## src/rtl/fphub_div_result_queue.sv

```systemverilog
// ---------------------------------------------------------------------------------------------
// fphub_div_result_queue
//
// Output stage behind the HUB-format divider. The divider emits a one-cycle finish pulse with
// its result and has no backpressure. This block captures each result, with status flags and
// the tag of the op that produced it, into a small FIFO. The FIFO presents the result on a
// valid/ready interface.
//
// Only one divide can be in flight. A tracker FSM follows that op from issue to finish. The
// credit output keeps the number of queued results plus the in-flight op at or below DEPTH,
// so a finish pulse always has a free slot. If a flush arrives while an op is in flight, that
// op's result is dropped when it finishes.
//
// Ports
//   clk_i          clock, rising edge
//   rst_i          synchronous reset, active-high
//   flush_i        discard queued results and the in-flight op
//   issue_valid_i  divide accepted by the divider (start pulse)
//   issue_tag_i    user tag of the issued op
//   issue_allow_o  credit: upstream may issue this cycle
//   div_finish_i   divider finish pulse
//   div_res_i      divider result, valid with div_finish_i
//   out_valid_o    head entry valid
//   out_ready_i    consumer accepts head
//   out_result_o   head result
//   out_status_o   head status {NV,DZ,OF,UF,NX}
//   out_tag_o      head tag
//   count_o        number of occupied entries
//   busy_o         op in flight or queue non-empty
//   err_o          sticky protocol-violation flag, cleared only by reset
// ---------------------------------------------------------------------------------------------
module fphub_div_result_queue #(
   parameter int unsigned E     = 5,
   parameter int unsigned M     = 10,
   parameter int unsigned WIDTH = E + M + 1,
   parameter int unsigned DEPTH = 4,
   parameter int unsigned TAG_W = 4,
   // Derived widths; not meant to be overridden
   parameter int unsigned CNT_W = $clog2(DEPTH + 1),
   parameter int unsigned PTR_W = $clog2(DEPTH)
) (
   input  logic             clk_i,
   input  logic             rst_i,
   input  logic             flush_i,
   input  logic             issue_valid_i,
   input  logic [TAG_W-1:0] issue_tag_i,
   output logic             issue_allow_o,
   input  logic             div_finish_i,
   input  logic [WIDTH-1:0] div_res_i,
   output logic             out_valid_o,
   input  logic             out_ready_i,
   output logic [WIDTH-1:0] out_result_o,
   output logic [4:0]       out_status_o,
   output logic [TAG_W-1:0] out_tag_o,
   output logic [CNT_W-1:0] count_o,
   output logic             busy_o,
   output logic             err_o
);

   // ------------------------------------------------------------------------------------------
   // Tracker FSM
   // ------------------------------------------------------------------------------------------
   // StWait: op in flight, its result is kept.
   // StDrop: op in flight, but a flush came after issue, so its result is discarded.
   typedef enum logic [1:0] {
      StIdle = 2'd0,
      StWait = 2'd1,
      StDrop = 2'd2
   } trk_state_e;

   trk_state_e       state_q, state_d;
   logic [TAG_W-1:0] tag_q, tag_d;
   logic             issue_bad;

   always_comb begin
      state_d   = state_q;
      tag_d     = tag_q;
      issue_bad = 1'b0;
      case (state_q)
         StIdle: begin
            // An issue that arrives with a flush is a new op, so it is still accepted.
            if (issue_valid_i) begin
               state_d = StWait;
               tag_d   = issue_tag_i;
            end
         end
         StWait: begin
            if (div_finish_i) begin
               // A back-to-back issue reuses the slot that the finishing op frees.
               if (issue_valid_i) begin
                  state_d = StWait;
                  tag_d   = issue_tag_i;
               end else begin
                  state_d = StIdle;
               end
            end else begin
               issue_bad = issue_valid_i;
               if (flush_i) begin
                  state_d = StDrop;
               end
            end
         end
         StDrop: begin
            if (div_finish_i) begin
               if (issue_valid_i) begin
                  state_d = StWait;
                  tag_d   = issue_tag_i;
               end else begin
                  state_d = StIdle;
               end
            end else begin
               issue_bad = issue_valid_i;
            end
         end
         default: begin
            state_d = StIdle;
         end
      endcase
   end

   always_ff @(posedge clk_i) begin
      if (rst_i) begin
         state_q <= StIdle;
      end else begin
         state_q <= state_d;
      end
   end

   // The tag only has meaning while an op is in flight, so it needs no reset.
   always_ff @(posedge clk_i) begin
      tag_q <= tag_d;
   end

   // ------------------------------------------------------------------------------------------
   // Status flags derived from the raw result (sign bit excluded)
   // ------------------------------------------------------------------------------------------
   logic       flag_of;
   logic       flag_uf;
   logic [4:0] new_status;

   assign flag_of    = &div_res_i[E+M-1:0];
   assign flag_uf    = ~|div_res_i[E+M-1:0];
   assign new_status = {1'b0, 1'b0, flag_of, flag_uf, 1'b0};

   // ------------------------------------------------------------------------------------------
   // Queue control
   // ------------------------------------------------------------------------------------------
   logic [PTR_W-1:0] wr_ptr_q, wr_ptr_d;
   logic [PTR_W-1:0] rd_ptr_q, rd_ptr_d;
   logic [CNT_W-1:0] count_q, count_d;
   logic             err_q, err_d;

   logic full;
   logic push_req;
   logic push;
   logic pop;
   logic finish_idle;

   assign full        = (count_q == CNT_W'(DEPTH));
   assign push_req    = div_finish_i && (state_q == StWait) && !flush_i;
   // A push into a full queue can only follow a credit violation; that entry is dropped.
   assign push        = push_req && !full;
   // A pop in a flush cycle is ignored because the flush empties the queue.
   assign pop         = out_valid_o && out_ready_i && !flush_i;
   assign finish_idle = div_finish_i && (state_q == StIdle);

   always_comb begin
      wr_ptr_d = wr_ptr_q;
      rd_ptr_d = rd_ptr_q;
      count_d  = count_q;
      err_d    = err_q | finish_idle | issue_bad | (push_req && full);

      if (flush_i) begin
         wr_ptr_d = '0;
         rd_ptr_d = '0;
         count_d  = '0;
      end else begin
         if (push) begin
            wr_ptr_d = wr_ptr_q + PTR_W'(1);
         end
         if (pop) begin
            rd_ptr_d = rd_ptr_q + PTR_W'(1);
         end
         if (push && !pop) begin
            count_d = count_q + CNT_W'(1);
         end else if (pop && !push) begin
            count_d = count_q - CNT_W'(1);
         end
      end
   end

   always_ff @(posedge clk_i) begin
      if (rst_i) begin
         wr_ptr_q <= '0;
         rd_ptr_q <= '0;
         count_q  <= '0;
         err_q    <= 1'b0;
      end else begin
         wr_ptr_q <= wr_ptr_d;
         rd_ptr_q <= rd_ptr_d;
         count_q  <= count_d;
         err_q    <= err_d;
      end
   end

   // ------------------------------------------------------------------------------------------
   // Storage: written on push, not reset (contents are don't-care while empty)
   // ------------------------------------------------------------------------------------------
   logic [WIDTH-1:0] mem_res    [DEPTH];
   logic [4:0]       mem_status [DEPTH];
   logic [TAG_W-1:0] mem_tag    [DEPTH];

   always_ff @(posedge clk_i) begin
      if (push) begin
         mem_res[wr_ptr_q]    <= div_res_i;
         mem_status[wr_ptr_q] <= new_status;
         mem_tag[wr_ptr_q]    <= tag_q;
      end
   end

   // ------------------------------------------------------------------------------------------
   // Outputs
   // ------------------------------------------------------------------------------------------
   logic [CNT_W:0] occupancy;

   // The in-flight op, including one being dropped, holds a slot until it finishes.
   assign occupancy = {1'b0, count_q} + {{CNT_W{1'b0}}, (state_q != StIdle)};

   assign issue_allow_o = (occupancy < (CNT_W + 1)'(DEPTH));
   assign out_valid_o   = (count_q != '0);
   assign out_result_o  = mem_res[rd_ptr_q];
   assign out_status_o  = mem_status[rd_ptr_q];
   assign out_tag_o     = mem_tag[rd_ptr_q];
   assign count_o       = count_q;
   assign busy_o        = (state_q != StIdle) || (count_q != '0);
   assign err_o         = err_q;

endmodule
```

## config.mk

```make
export PLATFORM = sky130hd
export DESIGN_NAME = fphub_div_result_queue
export DESIGN_NICKNAME = d
export VERILOG_FILES = /design/src/rtl/fphub_div_result_queue.sv
export SDC_FILE = /design/constraint.sdc
export NUM_CORES = 1
export LEC_CHECK = 0
export ABC_AREA = 0
export BUFFER_PORTS_ARGS = -buffer_cell sky130_fd_sc_hd__buf_2
export CAP_MARGIN = 20
export CORE_MARGIN = 5
export CORE_UTILIZATION = 61
export DETAILED_ROUTE_END_ITERATION = 10
export PLACE_DENSITY_LB_ADDON = 0.2
export SLEW_MARGIN = 20
export SYNTH_ARGS = -nofsm -noshare
export SYNTH_HDL_FRONTEND = slang
export SYNTH_SLANG_ARGS = --single-unit
```

## constraint.sdc

```tcl
create_clock -name clk_i -period 6.5 [get_ports clk_i]
set_clock_uncertainty 0.15 [all_clocks]
set_input_delay 1.3 -clock clk_i [delete_from_list [all_inputs] [get_ports clk_i]]
set_output_delay 1.3 -clock clk_i [all_outputs]
set_load 0.01 [all_outputs]
```

* Word level (Yosys, flattened, before mapping)
Memory sizes are Yosys's and may differ from the RTL's. A register that Yosys moved wholly into a read port is not among the register bits.
Index checks and enable logic that the tools add are counted.
** Operators by class
- Mux-type cells :: 21
- Reduce and logical (&&, ||, !) cells :: 26
- Bitwise gates (word level) :: 3
- $add $sub $neg :: 5
- $lt $le $gt $ge :: 1
- Equal/unequal tests :: 7
** Operator list (number)
- $mux W2 :: 10
- $reduce_and A15 Y1 :: 1
- $reduce_or A15 Y1 :: 1
- $logic_and A1 B1 Y1 :: 9
- $mux W4 :: 2
- $pmux W4 S2 :: 1
- $mux W3 :: 2
- $pmux W2 S3 :: 1
- $reduce_bool A2 Y1 :: 3
- $logic_not A1 Y1 :: 5
- $mux W1 :: 5
- $add A2 B1 Y2 const B :: 2
- $add A3 B1 Y4 :: 1
- $lt A4 B3 Y1 const B :: 1
- $ne A2 B2 Y1 const B :: 2
- $reduce_or A2 Y1 :: 2
- $add A3 B1 Y3 const B :: 1
- $eq A3 B3 Y1 const B :: 1
- $ne A3 B3 Y1 const B :: 1
- $or A1 B1 Y1 :: 3
- $reduce_and A3 Y1 :: 1
- $reduce_bool A3 Y1 :: 1
- $sub A3 B1 Y3 const B :: 1
- $eq A2 B1 Y1 const B :: 1
- other kinds (5) :: 5
** Word-level totals
- Memories kept :: 3
- Output and inout port bits :: 32
- Bits in registers :: 14
- Word-level logic and storage cells :: 72
- Bits in writable memories :: 88
** Memory list
- mem_res :: words 4, width 16, read ports 1, clocked after Yosys merged registers in 1, wr ports 1, line 209 : logic [WIDTH-1:0] mem_res [DEPTH];
- mem_tag :: words 4, width 4, read ports 1, clocked after Yosys merged registers in 1, wr ports 1, line 211 : logic [TAG_W-1:0] mem_tag [DEPTH];
- mem_status :: words 4, width 2, read ports 1, clocked after Yosys merged registers in 1, wr ports 1, line 210 : logic [4:0] mem_status [DEPTH];

* Logic depth before layout (Yosys ltp)
- Depth after elaboration :: 8
- Gate-level depth with buffers :: 10
- Depth with buffers taken out :: 10

* Least setup slack after synthesis
OpenSTA, ideal clock, no wires.
- Path type :: in2reg
- From :: input port div_finish_i
- To :: register count_q[2] (netlist: count_o[2])
- Required time :: 6280 ps
- Cell stages on the path :: 9
- Path slack :: 3373 ps
- Arrival time :: 2907 ps
- Path buffers :: 1
- Cell sequence :: buf_4 nand3b_1 nor2_1 ha_1 inv_1 fa_1 xor2_1 or3_2 a21oi_1
** Between the ends
- Cells in the longest elaborated chain, start to end :: 6
- Elaborated cells between the ends (all ways) :: 8
- Those cells by class :: mux: 1; reduce/logical: 7
** RTL lines
- start, declared :: line 48 : input logic div_finish_i,
- $logic_and A1 B1 Y1 (*) (2 in a row) :: line 160 : assign push_req = div_finish_i && (state_q == StWait) && !flush_i;
- $logic_and A1 B1 Y1 (*) :: line 162 : assign push = push_req && !full;
- named net push :: line 155 : logic push;
- $logic_not A1 Y1 :: line 186 : end else if (pop && !push) begin
- $logic_and A1 B1 Y1 :: line 186
- $reduce_bool A2 Y1 (no source line)
- end signal, assigned :: line 201 : count_q <= count_d;
- end, declared :: line 150 : logic [CNT_W-1:0] count_q, count_d;
Mark *: on every way through the listed nets, which the timed path passes. The rest lies on a longest branch.
A chain may end at the register's enable or synchronous reset.

==> results.json <==
{
  "outcome": "complete, no violations",
  "clk_path_buf_depth": 2,
  "drive_gt1_frac": 0.353,
  "port_buffers": 54,
  "regArea_mm2": 0.00300,
  "n_fill_cell": 423,
  "die_area_mm2": 0.00857,
  "final_max_slew_viol_count": 0,
  "die_h_um": 92.6,
  "setup_tns_ns": 0,
  "drv_cap": 0,
  "post-synth-top-area-fraction": 0.664,
  "r2r-start": "count_o[0]$_SDFFE_PP0P_",
  "post-route-worst-setup-slack_ns": 3.05,
  "hold_buffers": 0,
  "ctsResizeCount": 0,
  "die_w_um": 92.6,
  "first_pass_iters": 6,
  "clkLatencyLatePin_ns": 0.36,
  "wl_per_cell_um": 19.1,
  "worstMarginPinSlew_ns": 1.07,
  "syn2layout_area_growth_pct": 13.6,
  "finalCritPeriodShare": 0.531,
  "start_util": 0.619,
  "critPathMaxFanout": 22,
  "grt_pass1_wl_um": 11200,
  "p_leak_uw": 0.00166,
  "antenna_found_initial": 0,
  "final_cell_mix": "edfxtp_1 (92), buf_2 (54), mux4_2 (22), dfxtp_1 (12)",
  "synth_cell_types": 40,
  "stdcell_count": 366,
  "hold_path.class": "flop to flop",
  "vias": 2094,
  "r2r_slack_ns": 4.00,
  "cts_tree": "done",
  "core_mm2": 0.00672,
  "layout.nets": 317,
  "multiInputGateArea_mm2": 0.00106,
  "fin_crit_ns": 3.45,
  "clk_pin_slew_ns": 0.10,
  "groute.usage.overall": 0.175,
  "synthCells": 222,
  "max_stage_delay_ns": 1.03,
  "worst-path-buf-inv": 1,
  "antennaDiodeCount": 0,
  "cts_made_buffers": 9,
  "final_common_cell": "edfxtp_1",
  "yosysTopAreaCell": "edfxtp_1",
  "critPathSlowestCell": "dfxtp_1",
  "path_class": "flop to output pin",
  "grt_max_degree": 23,
  "vias_per_cell": 5.72,
  "critPathLaunchType": "flop",
  "seq_area_frac_synth": 0.722,
  "finalHoldViolations": 0,
  "drt-initial-drc-count": 126,
  "critPathCaptureType": "output pin",
  "setup_violations": 0,
  "ys_top_cells_by_area": "edfxtp_1 (66%), mux4_2 (12%), dfxtp_1 (5.8%)",
  "cts_max_level": 3,
  "synthesis.area_mm2": 0.00416,
  "grt_setup_unrepaired": "false",
  "drc_errors": 0,
  "r2r-end": "count_o[2]$_SDFFE_PP0P_",
  "avgSynthCellArea_um2": 18.7,
  "dp_slack_ns": 3.18,
  "crit_chain": "mux4_2 -> buf_2",
  "dp_hpwl_um": 4700,
  "yosysWarnings": 0,
  "final_util": 0.703,
  "first_global_vias": 2180,
  "timing.hold.ws_ns": 0.349,
  "wl_um": 7000,
  "cts_setup_buffers": 0,
  "holdCritStartpoint": "rd_ptr_q[1]$_SDFFE_PP0P_",
  "hold_end": "rd_ptr_q[1]$_SDFFE_PP0P_",
  "arrival_ns": 2.00,
  "ant_nets": 0,
  "synth-seq-cells": 104,
  "peakVddDrop_v": 0.000145,
  "relSlewSlack": 0.289,
  "path_delay_family": "flip-flops",
  "overflow": 0,
  "r2r_cells": 9,
  "clkSinkCount": 104,
  "dp_cells": 350,
  "gp_congestion": 0.746,
  "rows": 30,
  "hold_path_depth": 2,
  "pin_count": 58,
  "clock-root-buffer": "clkbuf_8",
  "fmax_mhz": 290,
  "worstPathRequired_ns": 5.05,
  "power_density_mw_per_mm2": 265
}
## cells by family (layout without fill, tap and decap cells)
kind of cell / Yosys count / in the layout / share of synthesized area
xor+xnor: 2 / 2 / 0.00421
simple gates: 42 / 42 / 0.0611
fa+ha+maj: 10 / 10 / 0.0319
buf+inv: 19 / 81 / 0.0250
compound gates: 18 / 18 / 0.0262
other cells: 1 / 3 / 0.000902
mux: 26 / 26 / 0.129
flops: 104 / 104 / 0.722
## state kept, by name, summed over array words and instances, names as in the netlist, 2 cells and up, named ones only
name / count
mem_status: 8
mem_tag: 16
tag_q: 4
state_q: 2
rd_ptr_q: 2
count_o: 3
wr_ptr_q: 2
mem_res: 64
## synthesized netlist by cell type
| cell | count |
|---|---|
| a211oi_1 | 1 |
| a21oi_1 | 6 |
| a311oi_1 | 1 |
| a31oi_1 | 3 |
| and3_1 | 4 |
| and3b_1 | 1 |
| and4_1 | 1 |
| buf_2 | 2 |
| buf_4 | 4 |
| buf_6 | 2 |
| clkbuf_1 | 2 |
| conb_1 | 1 |
| dfxtp_1 | 12 |
| edfxtp_1 | 92 |
| fa_1 | 1 |
| ha_1 | 9 |
| inv_1 | 9 |
| mux2i_1 | 4 |
| mux4_2 | 22 |
| nand2_1 | 4 |
| nand2b_1 | 3 |
| nand3_1 | 5 |
| nand3b_1 | 2 |
| nand3b_2 | 1 |
| nand4_1 | 3 |
| nor2_1 | 5 |
| nor2b_1 | 1 |
| nor3_1 | 1 |
| nor3_2 | 1 |
| nor3b_1 | 1 |
| nor4_1 | 4 |
| o211ai_1 | 1 |
| o21a_1 | 1 |
| o21ai_0 | 4 |
| o2bb2ai_1 | 1 |
| or2_2 | 1 |
| or3_1 | 2 |
| or3_2 | 1 |
| or3b_1 | 1 |
| xor2_1 | 2 |
## worst min-delay path, cell delays in order (launching register included)
cell	delay [ns]
dfxtp_1	0.32
o21ai_0	0.06
a21oi_1	0.07
## power breakdown
part           total (µW)  internal [µW]  switching [µW]  leakage, µW
sequential            743            737            6.20     0.000941
clock                 442            221             220     0.000113
combinational        66.4           27.5            38.9     0.000603
## cell type report
type	count	area share
timing repair buffer	56	0.0620
sequential	104	0.636
tap	80	0.0212
clock buffer	9	0.0262
multi-input combinational	101	0.225
clock inverter	7	0.0225
inverter	9	0.00715
## per-stage QoR
stage | instance area, µm² | power [µW]
after CTS | 4720 | 1260
after detailed placement | 4490 | 825
final | 4720 | 1250
after floorplan | 4170 | 796
after global routing | 4720 | 1300
after global placement | 4470 | 824
## layer usage
| layer | vias up | global-route usage | routed length [µm] |
|---|---|---|---|
| met5 | - | 0 | 0 |
| met2 | 49 | 0.308 | 3730 |
| met3 | 7 | 0.0455 | 361 |
| li1 | 999 | - | - |
| met4 | 0 | 0.0557 | 87 |
| met1 | 1039 | 0.213 | 2820 |
## worst max path at each step
stage | from | endpoint | slack (ns) | cells past startpoint
floorplan | div_finish_i | count_o[2]$_SDFFE_PP0P_ | 3.37 | 9
global placement | flush_i | mem_res[2][14]$_DFFE_PP_ | 3.21 | 3
detailed placement | flush_i | count_o[2]$_SDFFE_PP0P_ | 3.18 | 9
global route | flop | out_status_o[1] | 2.96 | 2
finish | flop | out_status_o[2] | 3.05 | 2
CTS | flop | out_status_o[1] | 3.00 | 2
No activity file was read; power rests on OpenSTA's default activity.
